**config.mk**
```make
export PLATFORM = sky130hd
export DESIGN_NAME = qm_ctx_state_unit
export DESIGN_NICKNAME = d
export VERILOG_FILES = /design/src/rtl/qm_ctx_state_unit.sv
export SDC_FILE = /design/constraint.sdc
export NUM_CORES = 1
export LEC_CHECK = 0
export CAP_MARGIN = 0
export CORE_UTILIZATION = 35
export DETAILED_ROUTE_END_ITERATION = 8
export PLACE_DENSITY_LB_ADDON = 0.05
export SYNTH_ARGS = -nofsm -noshare
export SYNTH_HDL_FRONTEND = slang
export SYNTH_SLANG_ARGS = --single-unit
```
**constraint.sdc**
```tcl
create_clock -name clk -period 3.8 [get_ports clk]
set_clock_uncertainty 0.15 [all_clocks]
set_input_delay 0.38 -clock clk [delete_from_list [all_inputs] [get_ports clk]]
set_output_delay 0.38 -clock clk [all_outputs]
set_load 0.02 [all_outputs]
```
**src/rtl/qm_ctx_state_unit.sv**
```systemverilog
// qm_ctx_state_unit: per-context QM/MQ probability-state manager.
// Every context holds a 6-bit state index and an MPS bit. A sweep after reset
// or clr loads the initial state. After that, each cycle accepts one lookup
// and one update. A lookup and an update on the same context in the same
// cycle are bypassed, so the lookup sees the post-update state.
module qm_ctx_state_unit #(
   parameter int NUM_CTX  = 19,
   parameter int CTX_W    = 5,
   parameter int INIT_IDX = 0,
   parameter int INIT_MPS = 0
) (
   input  logic             clk,
   input  logic             rst_n,
   input  logic             clr,
   output logic             ready,
   input  logic             lk_valid,
   input  logic [CTX_W-1:0] lk_cx,
   output logic             rsp_valid,
   output logic [15:0]      rsp_qe,
   output logic             rsp_mps,
   output logic [5:0]       rsp_idx,
   output logic             rsp_err,
   input  logic             upd_valid,
   input  logic [CTX_W-1:0] upd_cx,
   input  logic             upd_lps,
   input  logic             upd_renorm
);

   localparam logic [CTX_W:0]   NUM_CTX_V = (CTX_W+1)'(NUM_CTX);
   localparam logic [CTX_W-1:0] LAST_CX   = CTX_W'(NUM_CTX - 1);
   localparam logic [6:0]       INIT_WORD = {6'(INIT_IDX), 1'(INIT_MPS)};

   typedef enum logic {ST_INIT, ST_RUN} state_t;

   state_t           state_reg, state_next;
   logic [CTX_W-1:0] cnt_reg, cnt_next;
   logic [6:0]       ctx_mem [NUM_CTX];   // {idx[5:0], mps}

   logic             lk_in, upd_in, lk_acc, upd_acc;
   logic [CTX_W-1:0] lk_sel, upd_sel;
   logic [6:0]       upd_cur, upd_new, lk_state;
   logic [28:0]      upd_rom, lk_rom;

   // Probability table entry: {Qe[15:0], NMPS[5:0], NLPS[5:0], SWITCH}
   function automatic logic [28:0] prob_rom(input logic [5:0] idx);
      logic [28:0] e;
      case (idx)
         6'd0:  e = {16'h5601, 6'd1,  6'd1,  1'b1};
         6'd1:  e = {16'h3401, 6'd2,  6'd6,  1'b0};
         6'd2:  e = {16'h1801, 6'd3,  6'd9,  1'b0};
         6'd3:  e = {16'h0AC1, 6'd4,  6'd12, 1'b0};
         6'd4:  e = {16'h0521, 6'd5,  6'd29, 1'b0};
         6'd5:  e = {16'h0221, 6'd38, 6'd33, 1'b0};
         6'd6:  e = {16'h5601, 6'd7,  6'd6,  1'b1};
         6'd7:  e = {16'h5401, 6'd8,  6'd14, 1'b0};
         6'd8:  e = {16'h4801, 6'd9,  6'd14, 1'b0};
         6'd9:  e = {16'h3801, 6'd10, 6'd14, 1'b0};
         6'd10: e = {16'h3001, 6'd11, 6'd17, 1'b0};
         6'd11: e = {16'h2401, 6'd12, 6'd18, 1'b0};
         6'd12: e = {16'h1C01, 6'd13, 6'd20, 1'b0};
         6'd13: e = {16'h1601, 6'd29, 6'd21, 1'b0};
         6'd14: e = {16'h5601, 6'd15, 6'd14, 1'b1};
         6'd15: e = {16'h5401, 6'd16, 6'd14, 1'b0};
         6'd16: e = {16'h5101, 6'd17, 6'd15, 1'b0};
         6'd17: e = {16'h4801, 6'd18, 6'd16, 1'b0};
         6'd18: e = {16'h3801, 6'd19, 6'd17, 1'b0};
         6'd19: e = {16'h3401, 6'd20, 6'd18, 1'b0};
         6'd20: e = {16'h3001, 6'd21, 6'd19, 1'b0};
         6'd21: e = {16'h2801, 6'd22, 6'd19, 1'b0};
         6'd22: e = {16'h2401, 6'd23, 6'd20, 1'b0};
         6'd23: e = {16'h2201, 6'd24, 6'd21, 1'b0};
         6'd24: e = {16'h1C01, 6'd25, 6'd22, 1'b0};
         6'd25: e = {16'h1801, 6'd26, 6'd23, 1'b0};
         6'd26: e = {16'h1601, 6'd27, 6'd24, 1'b0};
         6'd27: e = {16'h1401, 6'd28, 6'd25, 1'b0};
         6'd28: e = {16'h1201, 6'd29, 6'd26, 1'b0};
         6'd29: e = {16'h1101, 6'd30, 6'd27, 1'b0};
         6'd30: e = {16'h0AC1, 6'd31, 6'd28, 1'b0};
         6'd31: e = {16'h09C1, 6'd32, 6'd29, 1'b0};
         6'd32: e = {16'h08A1, 6'd33, 6'd30, 1'b0};
         6'd33: e = {16'h0521, 6'd34, 6'd31, 1'b0};
         6'd34: e = {16'h0441, 6'd35, 6'd32, 1'b0};
         6'd35: e = {16'h02A1, 6'd36, 6'd33, 1'b0};
         6'd36: e = {16'h0221, 6'd37, 6'd34, 1'b0};
         6'd37: e = {16'h0141, 6'd38, 6'd35, 1'b0};
         6'd38: e = {16'h0111, 6'd39, 6'd36, 1'b0};
         6'd39: e = {16'h0085, 6'd40, 6'd37, 1'b0};
         6'd40: e = {16'h0049, 6'd41, 6'd38, 1'b0};
         6'd41: e = {16'h0025, 6'd42, 6'd39, 1'b0};
         6'd42: e = {16'h0015, 6'd43, 6'd40, 1'b0};
         6'd43: e = {16'h0009, 6'd44, 6'd41, 1'b0};
         6'd44: e = {16'h0005, 6'd45, 6'd42, 1'b0};
         6'd45: e = {16'h0001, 6'd45, 6'd43, 1'b0};
         default: e = {16'h5601, 6'd46, 6'd46, 1'b0};
      endcase
      return e;
   endfunction

   assign ready   = (state_reg == ST_RUN);
   assign lk_in   = ({1'b0, lk_cx}  < NUM_CTX_V);
   assign upd_in  = ({1'b0, upd_cx} < NUM_CTX_V);
   assign lk_sel  = lk_in  ? lk_cx  : '0;
   assign upd_sel = upd_in ? upd_cx : '0;
   // A clr in RUN takes priority and drops same-cycle traffic.
   assign lk_acc  = lk_valid  & ready & ~clr;
   assign upd_acc = upd_valid & ready & ~clr & upd_in;

   // Next state of the context being updated (LPS / MPS-renorm / hold)
   always_comb begin
      upd_cur = ctx_mem[upd_sel];
      upd_rom = prob_rom(upd_cur[6:1]);
      upd_new = upd_cur;
      if (upd_lps)
         upd_new = {upd_rom[6:1], upd_cur[0] ^ upd_rom[0]};
      else if (upd_renorm)
         upd_new = {upd_rom[12:7], upd_cur[0]};
   end

   // Lookup source with read-after-write bypass from the same-cycle update
   always_comb begin
      lk_state = (upd_acc && (upd_sel == lk_sel)) ? upd_new : ctx_mem[lk_sel];
      lk_rom   = prob_rom(lk_state[6:1]);
   end

   // FSM next state: sweep through all contexts, then run until clr
   always_comb begin
      state_next = state_reg;
      cnt_next   = cnt_reg;
      case (state_reg)
         ST_INIT: begin
            if (clr)
               cnt_next = '0;
            else if (cnt_reg == LAST_CX) begin
               state_next = ST_RUN;
               cnt_next   = '0;
            end else
               cnt_next = cnt_reg + 1'b1;
         end
         ST_RUN: begin
            if (clr) begin
               state_next = ST_INIT;
               cnt_next   = '0;
            end
         end
      endcase
   end

   // FSM state register
   always_ff @(posedge clk or negedge rst_n) begin
      if (!rst_n) begin
         state_reg <= ST_INIT;
         cnt_reg   <= '0;
      end else begin
         state_reg <= state_next;
         cnt_reg   <= cnt_next;
      end
   end

   // Context array: a sweep write during INIT, otherwise an accepted update
   always_ff @(posedge clk) begin
      if (state_reg == ST_INIT && !clr)
         ctx_mem[cnt_reg] <= INIT_WORD;
      else if (upd_acc)
         ctx_mem[upd_sel] <= upd_new;
   end

   // Registered lookup response, one cycle after acceptance
   always_ff @(posedge clk or negedge rst_n) begin
      if (!rst_n) begin
         rsp_valid <= 1'b0;
         rsp_qe    <= '0;
         rsp_mps   <= 1'b0;
         rsp_idx   <= '0;
         rsp_err   <= 1'b0;
      end else begin
         rsp_valid <= lk_acc;
         rsp_err   <= 1'b0;
         if (lk_acc) begin
            if (lk_in) begin
               rsp_qe  <= lk_rom[28:13];
               rsp_mps <= lk_state[0];
               rsp_idx <= lk_state[6:1];
            end else begin
               rsp_qe  <= '0;
               rsp_mps <= 1'b0;
               rsp_idx <= '0;
               rsp_err <= 1'b1;
            end
         end
      end
   end

endmodule

```
==> results.cfg <==
[run_status]
outcome = finished with violations
violations = setup timing

[power]
finalPower_w = 0.005272
ir_worst_vdd_mv = 0.2872
p_leak_nw = 5.479
cellPowerDensity_nw_per_um2 = 368.5

[synth]
synth_edf_count = 133
syn_area_per_cell_um2 = 11.22
ys_async_sr_fraction = 0.1790
syn_area_um2 = 9962
ys_ff_latch = 162
yosysSeqAreaShare = 0.4738
ys.flop_type = edfxtp_1
yosysWarnings = 0
netlist-cell-type-count = 96
synth_cells = 888

[worst_setup_path]
regToRegStartpoint = ctx_mem[11][2]$_DFFE_PP_
r2r_cells = 16
critPathKind = in -> reg
required_ps = 4010
cp.arrival_ps = 4360
regToRegSetupSlack_ps = -320
endpoint_kind = flip-flop
cpPeakStageDelay_ps = 600
worstPathCellList = buf_8 -> or4b_4 -> nand2_4 -> o21ai_2 -> a21o_1 -> a311oi_4 -> ha_2 -> inv_2 -> o31ai_4 -> mux2i_1 -> a32o_1 -> a2111o_1 -> a31oi_4 -> ha_4 -> nand2_4 -> a21boi_1 -> mux4_2 -> o21ai_1
cpMaxStageDelayCell = or4b_4
cp_max_fo = 4
reg2reg_to = rsp_qe[11]$_DFFE_PN0P_
crit_top_cell = nand2_4
start_kind = input port

[global_route]
overflow = 0
grt_max_degree = 30
grt_pass1_wl_mm = 58.23
grt_antenna_before_repair = 0
grtUsageTotal = 0.2740
grt_pass1_vias = 9208

[placed_design]
gp_congestion = 0.9519
dp_cells = 1516
place_area_um2 = 12870
dpl_worst_slack_ps = -1470
io_buffers = 40
hpwl_mm = 29.02

[clock_network]
holdBufCountCts = 0
cts.clk_slew.worst_paths_ps = 70
worstSkewPairLatency_ps = 440
cts-root-buf = clkbuf_16
cts_sinks = 162
htree_num_levels = 4
clk_path_buf_depth = 2
cts_made_buffers = 17
cts_tree = built

[cells_and_area]
nNetsFinal = 1234
reg_top3 = ctx_mem x133, rsp_qe x14, rsp_idx x6
drive_gt1_frac = 0.4245
syn2layout_area_growth_pct = 43.61
layout.cells.non_filler = 1584
regMostFlops = ctx_mem
antenna_cells = 0
largest_reg_flops = 133
final_cell_area_um2 = 14310

[timing]
setup_viol = 12
clock.fmax_mhz = 241.1
tns_ps = -3013
relSlewSlack = 0.3725
maxSlewViolCount = 0
period_share = 1.091
fin_crit_ps = 4147
hold_viol = 0
fin_ws_ps = -347.1
rsz0062_at_grt = true
worst_pin_slew_ps = 937.9

[die]
die_h_um = 170.7
num_io_pins = 43
die_x_um = 170.7
start_util = 0.3576
rows = 61
core_area_um2 = 27860
die_area_um2 = 29140

[worst_hold_path]
min_path_type = in -> async

[run]
drv_cap = 0

[route]
dr.pass1.iters = 6
drc_errors = 0
routed_wl_mm = 38.56
wl_per_cell_um = 24.34
via_per_inst = 5.665
drtIter0Drc = 828
num_vias = 8974
ant_nets = 0
how the worst max path moves through the flow:
stage,end,slack (ps),from,cells past startpoint
after detailed placement,rsp_qe[12]$_DFFE_PN0P_,-1470,upd_cx[3],21
after floorplan,rsp_qe[11]$_DFFE_PN0P_,-660,upd_cx[0],18
after global routing,rsp_qe[11]$_DFFE_PN0P_,-470,upd_cx[0],19
after CTS,rsp_qe[11]$_DFFE_PN0P_,-290,ctx_mem[11][2]$_DFFE_PP_,16
after global placement,rsp_qe[12]$_DFFE_PN0P_,-1730,upd_cx[4],22
final,rsp_qe[11]$_DFFE_PN0P_,-350,upd_cx[0],18
synth_stat cells, drive strengths merged, types with 9 or more instances:
| library cell | number | share of area |
|---|---|---|
| o221ai | 11 | 0.011 |
| nand3 | 22 | 0.011 |
| inv | 27 | 0.010 |
| nor2b | 17 | 0.011 |
| a221oi | 9 | 0.0079 |
| ha | 24 | 0.030 |
| a31oi | 13 | 0.013 |
| nand2b | 17 | 0.011 |
| edfxtp | 133 | 0.40 |
| o21ai | 41 | 0.021 |
| nand2 | 91 | 0.034 |
| dfrtp | 29 | 0.073 |
| nor3 | 15 | 0.0080 |
| a211oi | 22 | 0.018 |
| o31ai | 9 | 0.0088 |
| mux2 | 16 | 0.018 |
| buf | 43 | 0.028 |
| mux2i | 33 | 0.033 |
| o211ai | 11 | 0.0083 |
| clkbuf | 20 | 0.0075 |
| nor2 | 67 | 0.026 |
| mux4 | 26 | 0.059 |
| a21oi | 52 | 0.027 |
worst max-delay path: cells and delay by family:
kind,cells,cell delay [ps]
adder cells (fa/ha/maj),2,470
multiplexers,2,580
buffers and inverters,2,170
AND/OR/NAND/NOR,3,750
AO/OA/AOI/OAI,9,1990
where the power goes:
part           leakage, nW  switching, W  internal, W
clock network        0.279      0.000889     0.000881
logic                 3.54      0.000812     0.000743
registers             1.66     0.0000201      0.00193
kinds of logic (layout without fill, tap and decap cells):
group                      count (synthesis)  count (layout)  synth area share
AOI/OAI and AO/OA                        267             268            0.2075
and+or+nand+nor                          261             261            0.1258
DFF                                      162             162            0.4738
buffers and inverters                     91             407           0.04622
muxes                                     75              75            0.1100
adders and majority gates                 24              24           0.03014
xor gates and xnor gates                   7               7          0.006154
other                                      1               2         0.0003764
cells in the final DEF, fill, tap and decap left out, types with 5 or more instances in the layout:
master	instances
inv_1	14
a211oi_1	14
inv_2	6
ha_4	10
a21oi_2	8
a211o_1	6
nand2b_1	12
o21ai_1	12
o22ai_1	7
o211ai_1	11
a22o_1	6
o21ai_0	27
edfxtp_1	133
clkbuf_16	17
a21o_1	6
mux4_2	26
inv_4	6
xnor2_1	7
nand3_1	22
a31oi_2	5
a221oi_1	7
nand2_1	87
buf_12	17
inv_6	6
ha_1	11
buf_6	23
o221ai_1	7
mux2i_1	30
buf_4	270
nor2_1	58
a31oi_1	6
mux2_2	14
a21oi_1	41
o2111ai_1	5
nor2b_1	15
dfrtp_1	29
clkdlybuf4s50_1	35
nor3_1	10
nor2_2	5
a32o_1	7
per-stage QoR:
step,utilization,hold slack [ps]
global placement,0.4621,313.4
detailed placement,0.4621,317.7
CTS,0.4986,195.2
finish,0.5135,181.9
global route,0.5135,234.6
floorplan,-,-65.59
layer usage:
layer  global-route usage  routed length (um)
met1               0.3480               16160
met2               0.4563               18700
met3              0.04233                1884
met4               0.1308                1814
met5                    0                   0
timing repair:
item	4_1_cts	5_1_grt
resized for setup	91	57
setup endpoints to repair	153	55
gates cloned	1	0
setup buffers	17	22
pin swaps	33	27
final cells by class:
class / instances / area (um^2)
well taps: 378 / 473.0
flip-flops and latches: 162 / 4720
inverters: 28 / 125.1
repair buffers: 347 / 2997
clock inverters: 15 / 156.4
fillers: 2455 / 13550
multi-input cells: 637 / 5410
clock buffers: 17 / 425.4
Note: power is estimated with default switching activity, not from simulation.
